--- src/rtl/uart_rx.sv ---
// 8N1 UART receiver: mid-bit sampling, one-cycle registered push/error strobes a cycle after the stop-bit sample.
// No backpressure: FULL at the stop-bit sample drops the byte and pulses OVERRUN instead of FIFO_E.
module uart_rx #(
   parameter int CLK_FREQ   = 50_000_000,
   parameter int BAUD_RATE  = 115_200,
   parameter int DATA_WIDTH = 8
) (
   input  logic                  CLK,
   input  logic                  RST,
   input  logic                  RX,
   input  logic                  FULL,
   output logic                  FIFO_E,
   output logic                  FIFO_R_WR,
   output logic [DATA_WIDTH-1:0] FIFO_DATA,
   output logic                  FRAME_ERR,
   output logic                  OVERRUN,
   output logic                  BUSY
);

   localparam int CLKS_PER_BIT = CLK_FREQ / BAUD_RATE;
   localparam int CNT_W        = $clog2(CLKS_PER_BIT);
   localparam int IDX_W        = $clog2(DATA_WIDTH) + 1;

   localparam logic [CNT_W-1:0] HALF_LAST = CNT_W'(CLKS_PER_BIT / 2 - 1);
   localparam logic [CNT_W-1:0] BIT_LAST  = CNT_W'(CLKS_PER_BIT - 1);
   localparam logic [IDX_W-1:0] IDX_LAST  = IDX_W'(DATA_WIDTH - 1);

   typedef enum logic [2:0] {
      S_IDLE,
      S_START,
      S_DATA,
      S_STOP,
      S_BREAK
   } state_t;

   state_t                  state_q, state_d;
   logic                    rx_meta_q, rx_meta_d;
   logic                    rx_s_q, rx_s_d;
   logic [CNT_W-1:0]        clk_cnt_q, clk_cnt_d;
   logic [IDX_W-1:0]        bit_idx_q, bit_idx_d;
   logic [DATA_WIDTH-1:0]   shift_q, shift_d;
   logic [DATA_WIDTH-1:0]   fifo_data_q, fifo_data_d;
   logic                    fifo_e_q, fifo_e_d;
   logic                    frame_err_q, frame_err_d;
   logic                    overrun_q, overrun_d;

   always_comb begin
      rx_meta_d   = RX;
      rx_s_d      = rx_meta_q;
      state_d     = state_q;
      clk_cnt_d   = clk_cnt_q + CNT_W'(1);
      bit_idx_d   = bit_idx_q;
      shift_d     = shift_q;
      fifo_data_d = fifo_data_q;
      fifo_e_d    = 1'b0;
      frame_err_d = 1'b0;
      overrun_d   = 1'b0;

      case (state_q)
         S_IDLE: begin
            clk_cnt_d = '0;
            if (!rx_s_q) state_d = S_START;
         end
         S_START: begin
            // Half-bit check both rejects glitches and aligns later samples to mid-bit.
            if (clk_cnt_q == HALF_LAST) begin
               clk_cnt_d = '0;
               bit_idx_d = '0;
               state_d   = rx_s_q ? S_IDLE : S_DATA;
            end
         end
         S_DATA: begin
            if (clk_cnt_q == BIT_LAST) begin
               clk_cnt_d = '0;
               shift_d   = {rx_s_q, shift_q[DATA_WIDTH-1:1]};
               bit_idx_d = bit_idx_q + IDX_W'(1);
               if (bit_idx_q == IDX_LAST) state_d = S_STOP;
            end
         end
         S_STOP: begin
            if (clk_cnt_q == BIT_LAST) begin
               clk_cnt_d = '0;
               if (!rx_s_q) begin
                  frame_err_d = 1'b1;
                  state_d     = S_BREAK;
               end else begin
                  state_d = S_IDLE;
                  if (FULL) begin
                     overrun_d = 1'b1;
                  end else begin
                     fifo_data_d = shift_q;
                     fifo_e_d    = 1'b1;
                  end
               end
            end
         end
         S_BREAK: begin
            // Wait out a held-low line so it yields a single framing error.
            clk_cnt_d = '0;
            if (rx_s_q) state_d = S_IDLE;
         end
         default: begin
            clk_cnt_d = '0;
            state_d   = S_IDLE;
         end
      endcase
   end

   always_ff @(posedge CLK or negedge RST) begin
      if (!RST) begin
         state_q     <= S_IDLE;
         rx_meta_q   <= 1'b1;
         rx_s_q      <= 1'b1;
         clk_cnt_q   <= '0;
         bit_idx_q   <= '0;
         shift_q     <= '0;
         fifo_data_q <= '0;
         fifo_e_q    <= 1'b0;
         frame_err_q <= 1'b0;
         overrun_q   <= 1'b0;
      end else begin
         state_q     <= state_d;
         rx_meta_q   <= rx_meta_d;
         rx_s_q      <= rx_s_d;
         clk_cnt_q   <= clk_cnt_d;
         bit_idx_q   <= bit_idx_d;
         shift_q     <= shift_d;
         fifo_data_q <= fifo_data_d;
         fifo_e_q    <= fifo_e_d;
         frame_err_q <= frame_err_d;
         overrun_q   <= overrun_d;
      end
   end

   assign FIFO_E    = fifo_e_q;
   assign FIFO_R_WR = 1'b1;
   assign FIFO_DATA = fifo_data_q;
   assign FRAME_ERR = frame_err_q;
   assign OVERRUN   = overrun_q;
   assign BUSY      = (state_q != S_IDLE);

endmodule
--- config.mk ---
export PLATFORM = sky130hd
export DESIGN_NAME = uart_rx
export DESIGN_NICKNAME = d
export VERILOG_FILES = /design/src/rtl/uart_rx.sv
export SDC_FILE = /design/constraint.sdc
export NUM_CORES = 1
export LEC_CHECK = 0
export ABC_CLOCK_PERIOD_IN_PS = 2000
export CAP_MARGIN = 20
export CELL_PAD_IN_SITES_DETAIL_PLACEMENT = 1
export CELL_PAD_IN_SITES_GLOBAL_PLACEMENT = 2
export CORE_UTILIZATION = 42
export DETAILED_ROUTE_END_ITERATION = 16
export DONT_BUFFER_PORTS = 1
export PLACE_DENSITY_LB_ADDON = 0.12
export SLEW_MARGIN = 20
export SYNTH_ARGS = -nofsm -noshare
export SYNTH_HDL_FRONTEND = slang
export SYNTH_SLANG_ARGS = --single-unit
--- constraint.sdc ---
create_clock -name CLK -period 2 [get_ports CLK]
set_clock_uncertainty 0.05 [all_clocks]
set_input_delay 0.6 -clock CLK [delete_from_list [all_inputs] [get_ports CLK]]
set_output_delay 0.6 -clock CLK [all_outputs]
set_load 0.01 [all_outputs]
==> results.rst <==
.. list-table::
   :header-rows: 1

   * - Metric
     - Value
   * - Result of the run
     - finished clean
   * - Data arrival at the endpoint of the critical path
     - between 1000 and 1500 ps
   * - Unrepaired setup endpoints after global routing
     - false
   * - Total iterations of the first detailed-routing run
     - 4
   * - Maximum number of buffers from clock root to sink
     - 2
   * - Cell taking the most area after synthesis
     - sky130_fd_sc_hd__dfrtp_1
   * - Width of the die
     - 65.5 microns
   * - CTS tree
     - yes
   * - Routability congestion estimate from global placement
     - between 0.7 and 0.8
   * - Met2 layer usage reported by global route
     - 27.6%
   * - Max Cap Viol
     - 0
   * - Filler cell count in the final layout
     - 388
   * - Count of nets left with antenna violations after detail routing
     - 0
   * - Reg2Reg Capture Point
     - clk_cnt_q[7]
   * - Power Density
     - 710 nW/um^2
   * - Req. time, crit path
     - 1350 ps
   * - Total power
     - 1300 uW
   * - First-iteration detailed-routing DRC count
     - 31
   * - First-pass GRT wire length
     - 5.60 mm
   * - Ratio of final minimum period to clock period
     - ~97%
   * - Worst hold path type
     - in -> async
   * - Top-level port count
     - 17
   * - Fraction of the yosys area taken by sequential cells
     - 54.8%
   * - Crit Path Category
     - reg -> out
   * - Gate family responsible for the most delay along the worst path
     - simple AND/OR/NAND/NOR gates
   * - Setup crit end kind
     - output pin
   * - Setup violations, final
     - 0
   * - Area fraction of the dominant cell type after synthesis
     - between 50 and 60%
   * - Critical path launch point type
     - flip-flop
   * - Number of DRC violations after detailed routing
     - 0
   * - Top cells by area in the synthesized netlist
     - sky130_fd_sc_hd__dfrtp_1, sky130_fd_sc_hd__mux2_2, sky130_fd_sc_hd__dfstp_2
   * - Dominant combinational cell family by area after synthesis
     - simple AND/OR/NAND/NOR gates
   * - Static power due to leakage
     - approximately 0.00085 uW
   * - Antenna diode instance count
     - 0
   * - Antenna violations before repair
     - 0
   * - Commonest non-fill, non-tap cells in the layout
     - sky130_fd_sc_hd__dfrtp_1, sky130_fd_sc_hd__mux2_2, sky130_fd_sc_hd__nor2_1
   * - Clock transition time at the flip-flop clock pins of the worst setup and hold paths
     - roughly 70 ps
   * - Startpoint of the worst register-to-register path
     - clk_cnt_q[1]
   * - Global-route track usage on met3
     - under 10%
   * - Worst voltage drop across the vdd grid
     - 0.509 mV
   * - Via-to-Cell Ratio
     - 5.42
   * - Post-synthesis register bit count
     - 37
   * - Fraction of the mapped netlist area in compound gates
     - under 10%
   * - Worst setup path endpoint
     - BUSY
   * - Synthesized-area fraction occupied by adder cells
     - 2.95%
   * - Most utilized layer in the global route result
     - met2
   * - Worst Setup SP
     - state_q[1]
   * - CP Cell Sequence
     - or3_2
   * - Post-synthesis xor/xnor area fraction
     - 4.13%
   * - Number of global-route vias before repair
     - about 1100
   * - Cell variety after synth
     - 40
   * - Maximum frequency from static timing analysis
     - 518 MHz
   * - Number of sinks on the clock net
     - 37
   * - GRT overflow
     - 0
   * - Post-Syn Nets
     - 143
   * - Stage delay of the slowest cell on the critical path
     - 510 ps
   * - Finished Core Util
     - between 40% and 50%
   * - Register-to-Register Path Depth
     - 6
   * - Share of synthesized registers carrying an async set or reset
     - 100%
   * - Starting density of the core
     - 45.0%
   * - Depth of the CTS H-tree
     - 2
   * - Most common cell after layout, fill and taps aside
     - sky130_fd_sc_hd__dfrtp_1
   * - CTS Buf Count
     - 5
   * - Final Slew Violations
     - 0
   * - Mean Syn Cell Area
     - 12.6 sq um
   * - Synthesized area
     - 1700 sq um
   * - Post-synthesis to final-layout area growth
     - 7.90%
   * - Y dimension of the die
     - ~66 microns
   * - Average detailed-routed wire length per instance
     - 16.9 microns
   * - Synth Instances
     - 135
   * - Clock latency on the worst-skew pair
     - 280 ps
   * - Clock root cell
     - sky130_fd_sc_hd__clkbuf_8
   * - Core ar.
     - 3770 sq um
   * - Maximum fanout count along the critical path
     - 10
   * - Simple-gate share of the synthesized area
     - 17.6%
   * - Site Rows
     - 22
   * - Fraction of synthesized area in multiplexers
     - between 10% and 20%
   * - Primary flip-flop cell chosen by synthesis mapping
     - sky130_fd_sc_hd__dfrtp_1
   * - Setup_tns
     - 0 ps
   * - Synthesis warning total
     - 0
   * - Number of nets in the final layout
     - 146
   * - Largest net degree at the start of global routing
     - 36
   * - DRT Wirelength
     - between 3 and 4 mm
   * - Number of synthesized flops with an enable pin
     - 0
   * - Count of cell instances traversed by the critical path
     - 1
   * - Grt met1 use
     - approximately 23%
   * - Layout cell share with drive strength beyond 1
     - 27.3%
   * - Floorplan die area
     - 4290 sq um
   * - WP buf/inv
     - 0
   * - Worst reg-to-reg setup slack
     - around 270 ps
   * - Routed via count
     - 1014
   * - All-Layer GR Usage
     - 17.9%
   * - Clock period minus final worst setup slack
     - 1930 ps
   * - Final HPWL from detailed placement
     - 2.11 mm
   * - Final hold violations
     - 0
   * - Critical-path cell with the highest stage delay
     - sky130_fd_sc_hd__or3_2
   * - Count of input and output buffers
     - 0
==> timing repair <==
item	in CTS	in global routing
hold buffers	1	0
endpoints found under the hold margin	35	0
gates resized for setup	0	2
setup endpoints to repair	0	1
buffers inserted	0	0
==> kinds of logic after synthesis <==
family,after synthesis
simple gates,45
buf+inv,10
xor+xnor,8
fa+ha+maj,4
mux,16
compound gates,14
other cells,1
flops,37
==> cell type report <==
cell class	count	area, sq um	area share [%]
Tap cell	48	60.1	3.28
Inverter	5	18.8	1.03
Multi-Input combinational cell	88	709	38.8
Sequential cell	37	931	50.9
Timing Repair Buffer	1	20.0	1.09
Clock buffer	8	90.1	4.92
==> synthesized netlist by cell type, drive strengths merged (2+ instances only) <==
cell type / instances
dfrtp: 35
mux2: 16
nor2: 13
nand3: 7
nand2: 6
xor2: 6
buf: 5
inv: 5
ha: 4
o21ai: 4
and4bb: 3
a21boi: 2
and2: 2
and4b: 2
dfstp: 2
nand4: 2
nand4b: 2
o31ai: 2
xnor2: 2
==> metrics by stage <==
stage | worst slack (ps) | std cells | instance area (sq um) | hold slack, ps
6_report | 69.8 | 187 | 1830 | 94.2
5_1_grt | 22.3 | 187 | 1830 | 87.5
4_1_cts | 15.2 | 187 | 1830 | 93.5
3_5_place_dp | 268 | 178 | 1720 | 255
3_3_place_gp | 316 | 178 | 1720 | 255
2_1_floorplan | 361 | 135 | 1700 | 254
==> sequential cells by signal, indices dropped and copies added, names as in the netlist <==
| signal | flops |
|---|---|
| FIFO_DATA | 8 |
| FIFO_E | 1 |
| FRAME_ERR | 1 |
| OVERRUN | 1 |
| bit_idx_q | 4 |
| clk_cnt_q | 9 |
| rx_meta_q | 1 |
| rx_s_q | 1 |
| shift_q | 8 |
| state_q | 3 |
==> worst register-to-register path, delay by kind of cell (launching register included) <==
family / cells / cell delay, ps
compound gates: 2 / 510
fa+ha+maj: 1 / 130
buf+inv: 1 / 90
flops: 1 / 410
simple gates: 2 / 410
==> where the power goes <==
part / switching [uW] / internal (uW)
Sequential: 2.49 / 752
Combinational: 14.3 / 5.64
Clock: 243 / 281
Total: 260 / 1040
==> metal layers <==
metal / vias to the layer above / routed length, microns
met3: 6 / 120
met2: 16 / 1530
met5: - / 0
met4: 0 / 68
li1: 474 / -
met1: 518 / 1440
==> worst min path at each step <==
stage               start      endpoint
finish                RST  FIFO_DATA[2]
global route          RST     rx_meta_q
CTS                   RST  FIFO_DATA[0]
detailed placement    RST       OVERRUN
global placement      RST     FRAME_ERR
floorplan             RST  FIFO_DATA[0]
No activity file was read; power rests on OpenSTA's default activity.
